## src/rtl/mips_decode_pkg.sv

```systemverilog
// Shared decode definitions: opcodes, FSM states and the decoded-field bundle.
// Latency: n/a (types and constants only).
// Backpressure: n/a.
//
// Contents: opcode constants for the supported MIPS32 subset, the decode FSM
// state type, the decoded-field struct and a sign-extension helper.
package mips_decode_pkg;

  localparam logic [5:0] OP_RTYPE = 6'h00;
  localparam logic [5:0] OP_J     = 6'h02;
  localparam logic [5:0] OP_JAL   = 6'h03;
  localparam logic [5:0] OP_BEQ   = 6'h04;
  localparam logic [5:0] OP_BNE   = 6'h05;
  localparam logic [5:0] OP_ADDI  = 6'h08;
  localparam logic [5:0] OP_ADDIU = 6'h09;
  localparam logic [5:0] OP_SLTI  = 6'h0A;
  localparam logic [5:0] OP_SLTIU = 6'h0B;
  localparam logic [5:0] OP_ANDI  = 6'h0C;
  localparam logic [5:0] OP_ORI   = 6'h0D;
  localparam logic [5:0] OP_XORI  = 6'h0E;
  localparam logic [5:0] OP_LUI   = 6'h0F;
  localparam logic [5:0] OP_LW    = 6'h23;
  localparam logic [5:0] OP_SW    = 6'h2B;

  localparam logic [4:0] REG_RA = 5'd31;

  typedef enum logic [1:0] {
    ST_IDLE  = 2'd0,
    ST_READ  = 2'd1,
    ST_WAIT  = 2'd2,
    ST_ISSUE = 2'd3
  } state_e;

  // rs/rt travel with the decoded fields so the hazard check reads one bundle.
  typedef struct packed {
    logic [4:0]  rs;
    logic [4:0]  rt;
    logic [4:0]  dest;
    logic        writes;
    logic        uses_rs;
    logic        uses_rt;
    logic [31:0] imm;
    logic        illegal;
  } fields_t;

  function automatic logic [31:0] sext16(input logic [15:0] v);
    return {{16{v[15]}}, v};
  endfunction

endpackage

```

## src/rtl/instr_fields.sv

```systemverilog
// Combinational instruction field decoder for the MIPS32 subset.
// Latency: zero cycles (pure combinational).
// Backpressure: none; output follows input.
//
// Ports: instr_i - 32-bit instruction word; fields_o - decoded bundle
// (source usage, destination, write enable, extended immediate, illegal flag).
module instr_fields
  import mips_decode_pkg::*;
(
  input  logic [31:0] instr_i,
  output fields_t     fields_o
);

  logic [5:0]  opcode;
  logic [4:0]  rs;
  logic [4:0]  rt;
  logic [4:0]  rd;
  logic [15:0] imm16;

  assign opcode = instr_i[31:26];
  assign rs     = instr_i[25:21];
  assign rt     = instr_i[20:16];
  assign rd     = instr_i[15:11];
  assign imm16  = instr_i[15:0];

  always_comb begin
    fields_o    = '0;
    fields_o.rs = rs;
    fields_o.rt = rt;
    case (opcode)
      OP_RTYPE: begin
        fields_o.dest    = rd;
        fields_o.writes  = 1'b1;
        fields_o.uses_rs = 1'b1;
        fields_o.uses_rt = 1'b1;
        fields_o.imm     = sext16(imm16);
      end
      OP_ADDI, OP_ADDIU, OP_SLTI, OP_SLTIU, OP_LW: begin
        fields_o.dest    = rt;
        fields_o.writes  = 1'b1;
        fields_o.uses_rs = 1'b1;
        fields_o.imm     = sext16(imm16);
      end
      OP_ANDI, OP_ORI, OP_XORI: begin
        fields_o.dest    = rt;
        fields_o.writes  = 1'b1;
        fields_o.uses_rs = 1'b1;
        fields_o.imm     = {16'h0000, imm16};
      end
      OP_LUI: begin
        fields_o.dest   = rt;
        fields_o.writes = 1'b1;
        fields_o.imm    = {imm16, 16'h0000};
      end
      OP_SW, OP_BEQ, OP_BNE: begin
        fields_o.uses_rs = 1'b1;
        fields_o.uses_rt = 1'b1;
        fields_o.imm     = sext16(imm16);
      end
      OP_J: begin
        fields_o.imm = '0;
      end
      OP_JAL: begin
        fields_o.dest   = REG_RA;
        fields_o.writes = 1'b1;
      end
      default: begin
        fields_o.illegal = 1'b1;
      end
    endcase
    // $0 is hardwired; a "write" to it must never reach the scoreboard.
    if (fields_o.dest == 5'd0) begin
      fields_o.writes = 1'b0;
    end
  end

endmodule

```

## src/rtl/decode_stage.sv

```systemverilog
// MIPS decode stage: latches one instruction, reads the register file, stalls on a write-pending scoreboard, issues to execute.
// Latency: 3 cycles from accept to ex_valid with no hazard; one instruction per 4 cycles at best.
// Backpressure: ex_* held stable while ex_ready=0; if_ready only in IDLE, so fetch stalls until issue completes.
//
// Ports: clock/reset (sync, active-high); if_* fetch handshake; rnum1/rnum2 to
// the register file with rdata1/rdata2 returned one cycle later; wb_write/
// wb_wnum retire scoreboard entries; ex_* decoded operand bundle with
// ex_valid/ex_ready handshake.
module decode_stage
  import mips_decode_pkg::*;
(
  input  logic        clock,
  input  logic        reset,
  input  logic        if_valid,
  input  logic [31:0] if_instr,
  input  logic [31:0] if_pc,
  output logic        if_ready,
  output logic [4:0]  rnum1,
  output logic [4:0]  rnum2,
  input  logic [31:0] rdata1,
  input  logic [31:0] rdata2,
  input  logic        wb_write,
  input  logic [4:0]  wb_wnum,
  output logic        ex_valid,
  input  logic        ex_ready,
  output logic [31:0] ex_pc,
  output logic [5:0]  ex_opcode,
  output logic [5:0]  ex_funct,
  output logic [4:0]  ex_shamt,
  output logic [31:0] ex_rs_val,
  output logic [31:0] ex_rt_val,
  output logic [31:0] ex_imm,
  output logic [4:0]  ex_dest,
  output logic        ex_writes,
  output logic        ex_illegal
);

  state_e      state_q, state_d;
  logic [31:0] instr_q;
  logic [31:0] pc_q;
  logic [31:0] pending_q, pending_d;

  logic        ex_valid_q;
  logic [31:0] ex_pc_q;
  logic [5:0]  ex_opcode_q;
  logic [5:0]  ex_funct_q;
  logic [4:0]  ex_shamt_q;
  logic [31:0] ex_rs_val_q;
  logic [31:0] ex_rt_val_q;
  logic [31:0] ex_imm_q;
  logic [4:0]  ex_dest_q;
  logic        ex_writes_q;
  logic        ex_illegal_q;

  fields_t     fields;
  logic        accept;
  logic        hazard;
  logic        issue_fire;

  instr_fields u_instr_fields (
    .instr_i  (instr_q),
    .fields_o (fields)
  );

  // Read numbers come straight from the latched instruction, so they stay
  // stable from acceptance until the next instruction is accepted.
  assign rnum1 = instr_q[25:21];
  assign rnum2 = instr_q[20:16];

  assign if_ready   = (state_q == ST_IDLE) && !reset;
  assign accept     = (state_q == ST_IDLE) && if_valid;
  assign issue_fire = (state_q == ST_ISSUE) && ex_ready;

  // Registered scoreboard only: a writeback at this edge is seen next cycle.
  assign hazard = (fields.uses_rs && pending_q[fields.rs]) ||
                  (fields.uses_rt && pending_q[fields.rt]);

  always_comb begin
    state_d = state_q;
    case (state_q)
      ST_IDLE:  if (if_valid) state_d = ST_READ;
      ST_READ:  if (!hazard)  state_d = ST_WAIT;
      ST_WAIT:                state_d = ST_ISSUE;
      ST_ISSUE: if (ex_ready) state_d = ST_IDLE;
      default:                state_d = ST_IDLE;
    endcase
  end

  // Clear first, then set, so an issue and a writeback to the same register
  // on one edge leave the bit pending.
  always_comb begin
    pending_d = pending_q;
    if (wb_write) begin
      pending_d[wb_wnum] = 1'b0;
    end
    if (issue_fire && ex_writes_q) begin
      pending_d[ex_dest_q] = 1'b1;
    end
    pending_d[0] = 1'b0;
  end

  always_ff @(posedge clock) begin
    if (reset) begin
      state_q      <= ST_IDLE;
      instr_q      <= '0;
      pc_q         <= '0;
      pending_q    <= '0;
      ex_valid_q   <= 1'b0;
      ex_pc_q      <= '0;
      ex_opcode_q  <= '0;
      ex_funct_q   <= '0;
      ex_shamt_q   <= '0;
      ex_rs_val_q  <= '0;
      ex_rt_val_q  <= '0;
      ex_imm_q     <= '0;
      ex_dest_q    <= '0;
      ex_writes_q  <= 1'b0;
      ex_illegal_q <= 1'b0;
    end else begin
      state_q   <= state_d;
      pending_q <= pending_d;
      if (accept) begin
        instr_q <= if_instr;
        pc_q    <= if_pc;
      end
      if (state_q == ST_WAIT) begin
        // Register file data sampled at the READ->WAIT edge is valid now.
        ex_valid_q   <= 1'b1;
        ex_pc_q      <= pc_q;
        ex_opcode_q  <= instr_q[31:26];
        ex_funct_q   <= instr_q[5:0];
        ex_shamt_q   <= instr_q[10:6];
        ex_rs_val_q  <= rdata1;
        ex_rt_val_q  <= rdata2;
        ex_imm_q     <= fields.imm;
        ex_dest_q    <= fields.dest;
        ex_writes_q  <= fields.writes;
        ex_illegal_q <= fields.illegal;
      end else if (issue_fire) begin
        ex_valid_q <= 1'b0;
      end
    end
  end

  assign ex_valid   = ex_valid_q;
  assign ex_pc      = ex_pc_q;
  assign ex_opcode  = ex_opcode_q;
  assign ex_funct   = ex_funct_q;
  assign ex_shamt   = ex_shamt_q;
  assign ex_rs_val  = ex_rs_val_q;
  assign ex_rt_val  = ex_rt_val_q;
  assign ex_imm     = ex_imm_q;
  assign ex_dest    = ex_dest_q;
  assign ex_writes  = ex_writes_q;
  assign ex_illegal = ex_illegal_q;

endmodule
```

## config.mk

```make
export PLATFORM = sky130hd
export DESIGN_NAME = decode_stage
export DESIGN_NICKNAME = d
export VERILOG_FILES = /design/src/rtl/mips_decode_pkg.sv /design/src/rtl/instr_fields.sv /design/src/rtl/decode_stage.sv
export SDC_FILE = /design/constraint.sdc
export NUM_CORES = 1
export LEC_CHECK = 0
export ABC_CLOCK_PERIOD_IN_PS = 4670
export CAP_MARGIN = 40
export CORE_MARGIN = 8
export CORE_UTILIZATION = 48
export DETAILED_ROUTE_END_ITERATION = 12
export PLACE_DENSITY_LB_ADDON = 0.12
export SKIP_LAST_GASP = 1
export SLEW_MARGIN = 10
export SYNTH_ARGS = -nofsm -noshare
export SYNTH_HDL_FRONTEND = slang
export SYNTH_SLANG_ARGS = --single-unit
```

## constraint.sdc

```tcl
create_clock -name clock -period 4.67 [get_ports clock]
set_input_delay 1.1675 -clock clock [delete_from_list [all_inputs] [get_ports clock]]
set_output_delay 1.1675 -clock clock [all_outputs]
set_load 0.01 [all_outputs]
```

Word-level counts from Yosys, hierarchy flattened

Index checks and enable logic that the tools add are counted.

Register bits: 251
Input bits: 138
Output and inout port bits: 164
Logic and storage cells: 88

$lt $le $gt $ge: 6
Eq/ne operators: 20
Multiplexer cells: 22
Bitwise gates (word level): 3
Reduce and logical (&&, ||, !) cells: 21

Operators by type and width:

| cell                                                | number |
|---|---|
| case mux 32 bit (3 select lines)                    | 1 |
| 2-to-1 mux 32 bit                                   | 2 |
| equality test 6 x 4 -> 1 bit, second input constant | 8 |
| AND 32 bit                                          | 1 |
| inverter 32 bit                                     | 1 |
| OR 32 bit                                           | 1 |
| < comparator 5 x 6 -> 1 bit, second input constant  | 4 |
| case mux 6 bit (3 select lines)                     | 1 |
| OR reduction 9 bit                                  | 2 |
| OR reduction 15 bit                                 | 1 |
| equality test 6 x 2 -> 1 bit, second input constant | 2 |
| equality test 6 x 3 -> 1 bit, second input constant | 2 |
| equality test 6 bit, second input constant          | 2 |
| OR reduction 12 bit                                 | 1 |
| binary-select mux 1 bit (select 5 bit)              | 2 |
| demux 1 bit (select 5 bit)                          | 2 |
| >= comparator 5 x 1 -> 1 bit, second input constant | 2 |
| 2-to-1 mux 1 bit                                    | 10 |
| logical AND 1 bit                                   | 8 |
| case mux 2 bit (4 select lines)                     | 1 |
| zero test 6 bit                                     | 1 |
| 2-to-1 mux 2 bit                                    | 3 |
| inequality test 2 bit, second input constant        | 3 |
| zero test 5 bit                                     | 1 |
| 9 further kinds                                     | 10 |

Depth between registers and ports, before layout

Word-level depth: 9
Depth in mapped cells: 8
Gate-level depth less buffers: 7

Hierarchy

From an unflattened synthesis, not the netlist that was laid out.

Cells, all modules: 1,128
Area, all modules: 10,297.4 um^2

Modules (own cells, without submodules):

| module       | times used | cells each | area an instance (um^2) | seq. area each (um^2) |
|---|---|---|---|---|
| decode_stage | 1          | 1,034      | 9,654.3                 | 5,004.8 |
| instr_fields | 1          | 94         | 643.1                   | 0.0 |

Least setup slack after synthesis

OpenSTA, ideal clock, no wires.

Path type: in2out
Start: input reset
End: output if_ready
Arrival time: 1,934 ps
Required time: 3,503 ps
Slack: 1,569 ps
Cell stages on the path: 4
Path buffers: 3
Path through: clkbuf_8 clkbuf_1 clkbuf_1 nor2_1

Cells in the longest elaborated chain, start to end: 2

Ends and longest elaborated chain:

| item              | line               | RTL |
|---|---|---|
| start, declared   | decode_stage.sv:13 | `input logic reset,` |
| zero test 1 bit   | decode_stage.sv:70 | `assign if_ready = (state_q == ST_IDLE) && !reset;` |
| logical AND 1 bit | decode_stage.sv:70 |  |
| end, declared     | decode_stage.sv:17 | `output logic if_ready,` |

No other way between the ends.

Worst setup path after layout

Start: register state_q[0]
End: output if_ready

Cells in the longest elaborated chain, start to end: 2

Ends and longest elaborated chain:

| item                   | line                | RTL |
|---|---|---|
| start, declared        | decode_stage.sv:38  | `state_e state_q, state_d;` |
| start signal, assigned | decode_stage.sv:120 | `state_q <= state_d;` |
| zero test 2 bit        | decode_stage.sv:70  |  |
| logical AND 1 bit      | decode_stage.sv:70  |  |

No other way between the ends.

==> out/qor.csv <==
metric,value,unit
outcome,"finished, final reports clean",
postSynthNetCount,1256,
critPathArrivalTime,2.01,ns
synth-xor-area-share,0,%
use_met2,37.5,%
finalSetupTns,0,ns
cts_hold_buffers,0,
routed_wl,29.9,mm
hold_viol_final,0,
drc_errors,0,
cp_num_cells,5,
multiInputGateArea,4610,um^2
critPathSlowestCell,clkdlybuf4s50_1,
drtIter0Drc,598,
die_h,161,um
yosys.area_share.simple,18.2,%
port_buffers,301,
path_clk_slew,0.06,ns
postSynthCellCount,1113,
layout_min_cycle_time,3.18,ns
vias_per_cell,5.21,
min_from,pc_q[26],
end_kind,output pin,
grt_pass1_vias,8488,
period_share,68.1,%
critPathKind,flip-flop to output pin,
diodes,0,
hold_path_depth,2,
num_io_pins,302,
cp_top_family,buffers and inverters,
gp_congestion,0.813,
ys_types,53,
cp.required,3.50,ns
worst_pin_slew,1.37,ns
slew_headroom,8.66,%
whs_endpoint,pc_q[26],
area_growth,39.6,%
async_reset_ff_share,0,%
crit_top_cell,inv_1,
cts_resized,0,
clk_latency,0.52,ns
fp-row-count,53,
cts_root_buffer,clkbuf_16,
rsz0062_at_grt,no,
syn_area,10100,um^2
rrSetupSlack,1.83,ns
start_kind,flip-flop,
ir_drop,0.263,mV
initial_core_util,48.3,%
hold_path.class,flip-flop to flip-flop,
drv_slew,0,
finalClockSkew,0.0157,ns
seqCellArea,5000,um^2
power_leakage,4.90,nW
timing.rr.start,instr_q[21],
routedWlPerCell,18.1,um
met1_usage,27.0,%
grt_max_degree,252,
antenna_found_initial,1,
dr_total_vias,8626,
top_usage_layer,met2,
worstPathMaxFanout,4,
ant_nets,0,
synthAdderAreaFrac,0.622,%
dp_hpwl,20.5,mm
synthMuxAreaShare,15.0,%
worstPathCellList,"inv_1, ha_1, inv_1, nor2_1, clkdlybuf4s50_1",
synth_seq_cells,250,
drive_gt1_share,5.86,%
n_fill_cell,1739,
r2r-end,state_q[0],
nNetsFinal,1507,
grt_use_met3,7.63,%
coreArea,20800,um^2
slowest_delay,0.55,ns
synth_compound_area_share,11.8,%
whs,0.454,ns
reg2reg_depth,6,
maxCapViolCount,0,
track_usage,22.3,%
syn_avg_cell_area,9.04,um^2
crit_path_start,state_q[0],
seq_area_frac_synth,49.8,%
cts_buffer_depth,3,
fmax,314,MHz
power_density,471,nW/um^2
setup_viol,0,
final_common_cell,clkdlybuf4s50_1,
post_cts_buffers,0,
h-tree-depth,1,
synth_edf_count,0,
synth_top_family_by_area,simple AND/OR/NAND/NOR gates,
ys_warn_count,0,
die-area,25800,um^2
cts_buffers,26,
overflow,0,
numClockSinks,250,
cts_tree,yes,
path_buf_inv,3,
grt_pass1_wl,47.7,mm
synthFlopType,dfxtp_1,
firstDrtPassIters,5,
die_w,161,um
final_cell_mix,"clkdlybuf4s50_1 (300), dfxtp_1 (250), nand2_1 (185), nor2_1 (150), a21oi_1 (130)",
synthesized netlist by cell type (all sizes together) (2+ instances only):
cell type / n / area share, %
a221oi: 6 / 0.52
mux2i: 121 / 12
dfxtp: 250 / 50
o41ai: 2 / 0.25
nor3: 2 / 0.10
o21ai: 33 / 1.6
o22ai: 3 / 0.19
nor2: 150 / 5.6
a21o: 16 / 1.2
a211oi: 7 / 0.52
mux2: 4 / 0.45
a211o: 2 / 0.20
nor2b: 20 / 1.2
nor3b: 7 / 0.52
nand2: 186 / 6.9
nand4: 4 / 0.25
inv: 10 / 0.37
or3b: 2 / 0.17
mux4: 11 / 2.5
ha: 5 / 0.62
a311oi: 2 / 0.17
nor4b: 2 / 0.17
nand3b: 5 / 0.37
clkbuf: 66 / 3.0
nand2b: 19 / 1.2
buf: 19 / 1.2
nor4: 3 / 0.19
and4: 3 / 0.27
and2b: 2 / 0.17
a21oi: 130 / 6.5
nand3: 4 / 0.20
and3b: 3 / 0.26
stage by stage:
stage	utilization [%]	setup slack (ns)	std cells	area [um^2]	power, mW
6_report	67.4	1.49	1657	14000	6.61
5_1_grt	67.4	1.35	1657	14000	6.94
4_1_cts	67.4	1.44	1657	14000	6.67
3_5_place_dp	63.0	1.59	1611	13100	4.46
3_3_place_gp	62.9	1.59	1610	13100	4.42
2_1_floorplan	-	1.57	1113	10100	3.73
kinds of logic after synthesis:
group	count (synthesis)
AOI/OAI and AO/OA	208
adders and majority gates	5
buffers and inverters	96
DFF	250
muxes	136
and+or+nand+nor	418
metal layers:
layer | vias to the layer above | share of wire [%]
met5 | - | 0.043
met4 | 2 | 1.8
met3 | 40 | 8.9
met2 | 265 | 48
met1 | 4055 | 41
li1 | 4264 | -
worst register-to-register path, stage by stage (launching register included):
cell,delay [ns]
dfxtp_1,0.67
mux4_2,0.59
or4bb_2,0.62
o41ai_2,0.07
nor4_1,0.12
nor4_1,0.45
a211oi_1,0.14
flip-flops by register name, summed over array words and instances (netlist names):
| signal | flops |
|---|---|
| ex_imm | 32 |
| ex_pc | 32 |
| ex_rs_val | 32 |
| ex_rt_val | 32 |
| instr_q | 32 |
| pc_q | 32 |
| pending_q | 31 |
| ex_funct | 6 |
| ex_opcode | 6 |
| ex_dest | 5 |
| ex_shamt | 5 |
| state_q | 2 |
| ex_illegal | 1 |
| ex_valid | 1 |
| ex_writes | 1 |
power breakdown:
group	internal [mW]	switching, mW	total, mW
sequential	2.38	0.230	2.61
combinational	0.878	0.916	1.79
clock	1.38	0.823	2.20
total	4.64	1.97	6.61
worst max-delay path by stage:
stage	to	slack, ns
final	if_ready	1.49
after floorplan	if_ready	1.57
after detailed placement	if_ready	1.59
after global placement	if_ready	1.59
after CTS	if_ready	1.44
after global routing	if_ready	1.35
final cells by class:
type	instances	share of cell area, %
multi-input cells	767	32.8
clock inverters	8	1.02
clock buffers	38	5.60
flip-flops and latches	250	35.6
well taps	275	2.45
inverters	10	0.267
repair buffers	309	22.2
Note: power is estimated with default switching activity, not from simulation.
